### src/rtl/bus_arbiter.sv
// rtl/bus_arbiter.sv - two-master round-robin bus arbiter with hold limit
// m0 (cpu) and m1 (debug loader) share one synchronous-memory slave port.
module bus_arbiter #(
  parameter int AW       = 32,
  parameter int DW       = 32,
  parameter int MAX_HOLD = 16
) (
  input  logic          clk,
  input  logic          rst_n,
  input  logic          m0_req,
  input  logic [3:0]    m0_writeb,
  input  logic          m0_read,
  input  logic [AW-1:0] m0_addr,
  input  logic [DW-1:0] m0_wdata,
  input  logic          m1_req,
  input  logic [3:0]    m1_writeb,
  input  logic          m1_read,
  input  logic [AW-1:0] m1_addr,
  input  logic [DW-1:0] m1_wdata,
  output logic          m0_gnt,
  output logic          m0_rvalid,
  output logic [DW-1:0] m0_rdata,
  output logic          m1_gnt,
  output logic          m1_rvalid,
  output logic [DW-1:0] m1_rdata,
  output logic [3:0]    s_writeb,
  output logic          s_read,
  output logic [AW-1:0] s_addr,
  output logic [DW-1:0] s_wdata,
  input  logic [DW-1:0] s_rdata
);

  localparam int CW = $clog2(MAX_HOLD);
  localparam logic [CW-1:0] HOLD_MAX = CW'(MAX_HOLD - 1);

  typedef enum logic [1:0] {IDLE, OWN0, OWN1} state_t;

  state_t        state;
  logic          last_owner;
  logic [CW-1:0] hold_cnt;
  logic          rd_owner;
  logic          rd_pend;

  always_ff @(posedge clk or negedge rst_n) begin
    if (!rst_n) begin
      state      <= IDLE;
      last_owner <= 1'b1;
      hold_cnt   <= '0;
      rd_owner   <= 1'b0;
      rd_pend    <= 1'b0;
    end else begin
      rd_pend <= s_read;
      if (s_read) rd_owner <= (state == OWN1);
      case (state)
        IDLE: begin
          hold_cnt <= '0;
          if (m0_req && m1_req) state <= last_owner ? OWN0 : OWN1;
          else if (m0_req)      state <= OWN0;
          else if (m1_req)      state <= OWN1;
        end
        OWN0: begin
          // Forced release takes priority over any req change this cycle.
          if (!m0_req || (hold_cnt == HOLD_MAX && m1_req)) begin
            state      <= IDLE;
            last_owner <= 1'b0;
          end else if (hold_cnt != HOLD_MAX) begin
            hold_cnt <= hold_cnt + 1'b1;
          end
        end
        OWN1: begin
          if (!m1_req || (hold_cnt == HOLD_MAX && m0_req)) begin
            state      <= IDLE;
            last_owner <= 1'b1;
          end else if (hold_cnt != HOLD_MAX) begin
            hold_cnt <= hold_cnt + 1'b1;
          end
        end
        default: state <= IDLE;
      endcase
    end
  end

  assign m0_gnt = (state == OWN0);
  assign m1_gnt = (state == OWN1);

  always_comb begin
    s_writeb = '0;
    s_read   = 1'b0;
    s_addr   = '0;
    s_wdata  = '0;
    if (m0_gnt && m0_req) begin
      s_writeb = m0_writeb;
      s_read   = m0_read;
      s_addr   = m0_addr;
      s_wdata  = m0_wdata;
    end else if (m1_gnt && m1_req) begin
      s_writeb = m1_writeb;
      s_read   = m1_read;
      s_addr   = m1_addr;
      s_wdata  = m1_wdata;
    end
  end

  // Read data returns to whoever issued the read, even if the grant moved.
  assign m0_rvalid = rd_pend && !rd_owner;
  assign m1_rvalid = rd_pend && rd_owner;
  assign m0_rdata  = m0_rvalid ? s_rdata : '0;
  assign m1_rdata  = m1_rvalid ? s_rdata : '0;

endmodule

### config.mk
export PLATFORM = sky130hd
export DESIGN_NAME = bus_arbiter
export DESIGN_NICKNAME = d
export VERILOG_FILES = /design/src/rtl/bus_arbiter.sv
export SDC_FILE = /design/constraint.sdc
export NUM_CORES = 1
export LEC_CHECK = 0
export CORE_AREA = 2 2 120 122
export CTS_BUF_LIST = sky130_fd_sc_hd__clkbuf_8
export CTS_CLUSTER_SIZE = 30
export DETAILED_ROUTE_END_ITERATION = 10
export DIE_AREA = 0 0 122 124
export DONT_BUFFER_PORTS = 1
export PLACE_DENSITY = 0.3
export SYNTH_ARGS = -nofsm -noshare
export SYNTH_HDL_FRONTEND = slang
export SYNTH_SLANG_ARGS = --single-unit
### constraint.sdc
create_clock -name clk -period 3.38 [get_ports clk]
set_clock_uncertainty 0.15 [all_clocks]
set_input_delay 0.338 -clock clk [delete_from_list [all_inputs] [get_ports clk]]
set_output_delay 0.338 -clock clk [all_outputs]
set_load 0.05 [all_outputs]
; ---- Word level (Yosys, flattened, before mapping)
; Index checks and enable logic that the tools add are counted.
[totals]
ff_bits = 9
latch_bits = 0
ram_bits = 0
rom_bits = 0
in_bits = 174
output_inout_bits = 137
word_cells = 57
mem_count = 0
[classes]
addsub = 1
mul = 0
div = 0
magnitude_cmp = 0
eq_ne = 9
shift = 0
mux = 24
n_bitwise = 0
reduce_logical = 18
[op_table]
columns = op, count
row1 = two-way mux 32 bit, 6
row2 = two-way mux 4 bit, 5
row3 = two-way mux 2 bit, 6
row4 = case mux 4 bit (3 select lines), 1
row5 = AND reduction 3 bit, 3
row6 = "inequality test 4 bit, second input constant", 2
row7 = logical AND 1 bit, 7
row8 = case mux 2 bit (3 select lines), 1
row9 = "adder 4 x 1 -> 4 bit, second input constant", 1
row10 = "== test 4 bit, second input constant", 1
row11 = two-way mux 1 bit, 4
row12 = "inequality test 2 x 1 -> 1 bit, second input constant", 2
row13 = "inequality test 2 bit, second input constant", 2
row14 = zero test 1 bit, 3
row15 = nonzero test 3 bit, 1
row16 = "== test 2 x 1 -> 1 bit, second input constant", 1
row17 = "== test 2 bit, second input constant", 1
row18 = zero test 2 bit, 1
row19 = logical OR 1 bit, 2
row20 = case mux 1 bit (2 select lines), 1
row21 = nonzero test 2 bit, 1

; ---- Longest topological paths before layout
[depth]
depth_word = 5
ltp_mapped = 9
ltp_nobuf = 6

; ---- Worst setup path before layout
; Ideal clock, no wire load.
[synth_timing]
path_kind = flip-flop to output port
startpoint = register state[0]
endpoint = output port s_addr[12]
arrival_time_ns = 2.151
slack_ns = 0.741
stages_incl_launch_ff = 8
path_buffers = 3
path_cell_list = dfrtp_1 > inv_1 > ha_1 > and3_1 > clkbuf_1 > buf_2 > buf_6 > a22o_1
[synth_between]
elab_chain_cells = 4
word_cells_on_any_way = 6
[synth_rtl]
columns = item, line_no
row1 = from (decl), 38  ; state_t state;
row2 = from (signal assigned), 57  ; if (m0_req && m1_req) state <= last_owner ? OWN0 : OWN1;
row3 = == test 2 bit, 84  ; assign m1_gnt = (state == OWN1);
row4 = named net m1_gnt, 23  ; output logic m1_gnt,
row5 = logical AND 1 bit, 96  ; end else if (m1_gnt && m1_req) begin
row6 = two-way mux 32 bit, 96
row7 = two-way mux 32 bit, 91  ; if (m0_gnt && m0_req) begin
row8 = to (decl), 28  ; output logic [AW-1:0] s_addr,
; The timed path passes the listed nets, and every way through them passes these cells.

; ---- Worst setup path after layout
[layout_timing]
startpoint = register state[1]
endpoint = output port s_addr[26]
[layout_between]
elab_chain_cells = 4
word_cells_on_any_way = 6
[layout_rtl]
columns = item, line_no
row1 = == test 2 bit, 84
row2 = logical AND 1 bit, 96
row3 = two-way mux 32 bit, 96
row4 = two-way mux 32 bit *, 91
; Every way passes the cells marked *; elsewhere a longest branch is shown, timed or not.

==> key figures <==
Die
  • Row Count: between 40 and 50
  • Initial Util: roughly 12%
  • IO Count: about 310
  • Die width: approximately 120 um
  • Die ar.: ~15000 um2
  • Core area: ~14000 um2
  • Chip height: 124 um

Yosys
  • Post-synthesis cell type count: 28
  • Post-synth EDFFs: 0
  • Post-synth top cells: a22o_1, and2_1, and3_1
  • Xor/xnor share of the synthesized area: 0%
  • Syn_nets: between 300 and 400
  • Yosys top cell area share: a little over a third
  • Syn Inst Count: approximately 220
  • Compound-gate portion of the synthesized area: 40.4%
  • Ys Warns: 0
  • Synth Cell Area: about 1700 um2
  • Largest family of logic cells by synthesized area: compound AO/OA/AOI/OAI gates
  • Synth Area in Simple Gates: approximately a third
  • Post-synth ARST share: 100%
  • Top-count cell post-synth: a22o_1
  • Adder-cell share of the synthesized area: between 3 and 4%
  • Seq/Total Area, Yosys: between 10% and 20%
  • Syn_area_per_cell: approximately 7.7 um2
  • Area contributors post-synth: a22o_1, and2_1, and3_1, dfrtp_1, clkbuf_1
  • Yosys top cell by area: a22o_1
  • Synth Register Bits: 9
  • Share of synthesized area spent on multiplexers: slightly above 2%
  • Ys flop type: dfrtp_1

Global routing
  • Vias in the first global route: approximately 1700
  • GRT overflow: 0
  • Initial antenna violation count: 0
  • First-pass GRT wire length: ~11000 um
  • Largest net degree at the start of global routing: 70
  • Tot GR Track Use: approximately a tenth

Route
  • Via count: between 1500 and 2000
  • Average wire per standard cell: 22.7 um
  • First DRT Iteration DRCs: 64
  • Avg Vias per Cell: 4.93
  • WL final: slightly below 9000 um
  • Antenna viol nets, final: 0
  • Number of detailed-route iterations in the first pass: 4
  • DR DRC count: 0

Timing
  • Fin crit share: about four fifths
  • Max_slew headroom: between 40% and 50%
  • Setup TNS: 0 ps
  • Hold Slack: 130 ps
  • Max Slew Vio Count: 0
  • FMAX: about 0.36 GHz
  • Minimum clock period: about 2700 ps
  • Final Setup Violations: 0
  • Least-Margin Pin Slew: 798 ps
  • Fin. Hold Viols: 0
  • Unrepaired setup endpoints after global routing: false

Job
  • Max-Cap Viols: 0

Layout
  • Final Net Count: just under 400
  • Share of layout cells above drive strength 1: 9.27%
  • Post-Layout Cell Count: between 300 and 400
  • Final core utilization: between 10% and 20%
  • Area Overhead vs Synth: 15.0%
  • Area occupied by registers: roughly 230 um2
  • Filler cells: 1550
  • Area of the multi-input gates: approximately 1400 um2
  • # diodes: 0

Setup path
  • Worst Setup SP: state[1]
  • Worst path cell trace: inv_1, ha_1, buf_4, nand2_1, and3_2, buf_12, a22o_1
  • WP buf/inv: 3
  • Crit path max-delay family: buffers and inverters
  • Crit Path Category: reg2out
  • Worst reg2reg endpoint: rd_pend
  • Critical Path Stages: 7
  • R2r setup slk: approximately 1100 ps
  • Crit path capture: s_addr[26]
  • Worst setup EP type: output port
  • Worst R2R Path Depth: 8
  • Slowest CP cell: a22o_1
  • CP arrival: about 2300 ps
  • CP Max Fanout: 69
  • Data required time at the worst endpoint: between 2000 and 3000 ps
  • Startpoint types: register
  • R2R Path Start: state[1]
  • Crit-path max cell delay: between 500 and 600 ps

Clock tree
  • Post-CTS setup buffer count: 0
  • CTS Buf Count: 3
  • Max clock buf depth: 2
  • Htree depth: 1
  • TritonCTS clock tree: yes
  • CTS root buf: clkbuf_8
  • Sink Count: 9
  • Skew-Pair Late Insertion Delay: ~230 ps
  • Clock transition at path regs: 50 ps

Pwr
  • Power density over cell area: approximately 1000 nW/um2
  • Leakage power: around 0.00089 uW
  • Maximum vdd drop: 0.332 mV

Worst hold path
  • Worst min-delay path class: in2reg

Placement
  • PortBufs: 0
  • GP Congestion: 0.906
  • Dpl cells: 380
  • Final HPWL DP: approximately 7700 um

Outcome
  • Status: finished, final reports clean
-- power breakdown --
part	switching [uW]	leakage [uW]	internal, uW
Combinational	1330	0.000753	311
Clock	46.6	0.0000269	79.5
Sequential	29.5	0.000115	149
-- what timing repair did --
item	4_1_cts	5_1_grt
hold buffers	1	0
hold endpoints to repair	9	0
gates resized for setup	0	0
setup endpoints to repair	0	0
-- through the flow --
step	area (um2)	power, uW	setup WS (ps)
after global placement	1890	1820	933
after detailed placement	1890	1830	890
after floorplan	1690	1660	741
after CTS	1940	1960	629
after global routing	1940	2040	523
final	1940	1940	636
-- cells in the final DEF, fill, tap and decap left out, types with 2 or more instances in the layout --
cell / n
a22o_1: 70
and2_1: 33
and3_1: 32
nand2_1: 12
dfrtp_1: 8
nand3_1: 6
ha_1: 5
buf_4: 5
inv_1: 3
clkbuf_8: 3
nand4_1: 2
a21boi_2: 2
nor2_1: 2
mux2i_1: 2
o31ai_1: 2
buf_12: 2
-- worst min-delay path by stage --
| stage | start | end | slack, ps | cells past startpoint |
|---|---|---|---|---|
| after floorplan | rst_n | hold_cnt[0] | -110 | 0 |
| after global placement | rst_n | rd_pend | -110 | 0 |
| after detailed placement | rst_n | rd_pend | -110 | 0 |
| after CTS | m0_req | state[0] | 140 | 2 |
| after global routing | m0_req | state[0] | 150 | 2 |
| final | m0_req | state[0] | 130 | 2 |
-- area by class of cell --
cell class / count / area share (%)
Sequential cell: 9 / 11.7
Tap cell: 180 / 11.6
Timing Repair Buffer: 8 / 4.51
Clock buffer: 3 / 2.12
Clock inverter: 1 / 0.193
Inverter: 2 / 0.386
Multi-Input combinational cell: 182 / 69.5
-- sequential cells by signal, summed over array words and instances (netlist names) --
register    count
hold_cnt        4
last_owner      1
rd_owner        1
rd_pend         1
state           2
-- routing by layer --
layer	wire, um	part of all wire [%]	track usage (%)	vias up
li1	-	-	-	809
met1	3110	36	11.0	893
met2	4580	52	19.5	195
met3	1030	12	2.98	2
met4	17	0.19	1.29	0
met5	0	0	0	-
-- kinds of logic after synthesis --
family	after synthesis
simple gates	96
buf+inv	27
fa+ha+maj	5
compound gates	78
flops	9
mux	3
Note: power is estimated with default switching activity, not from simulation.
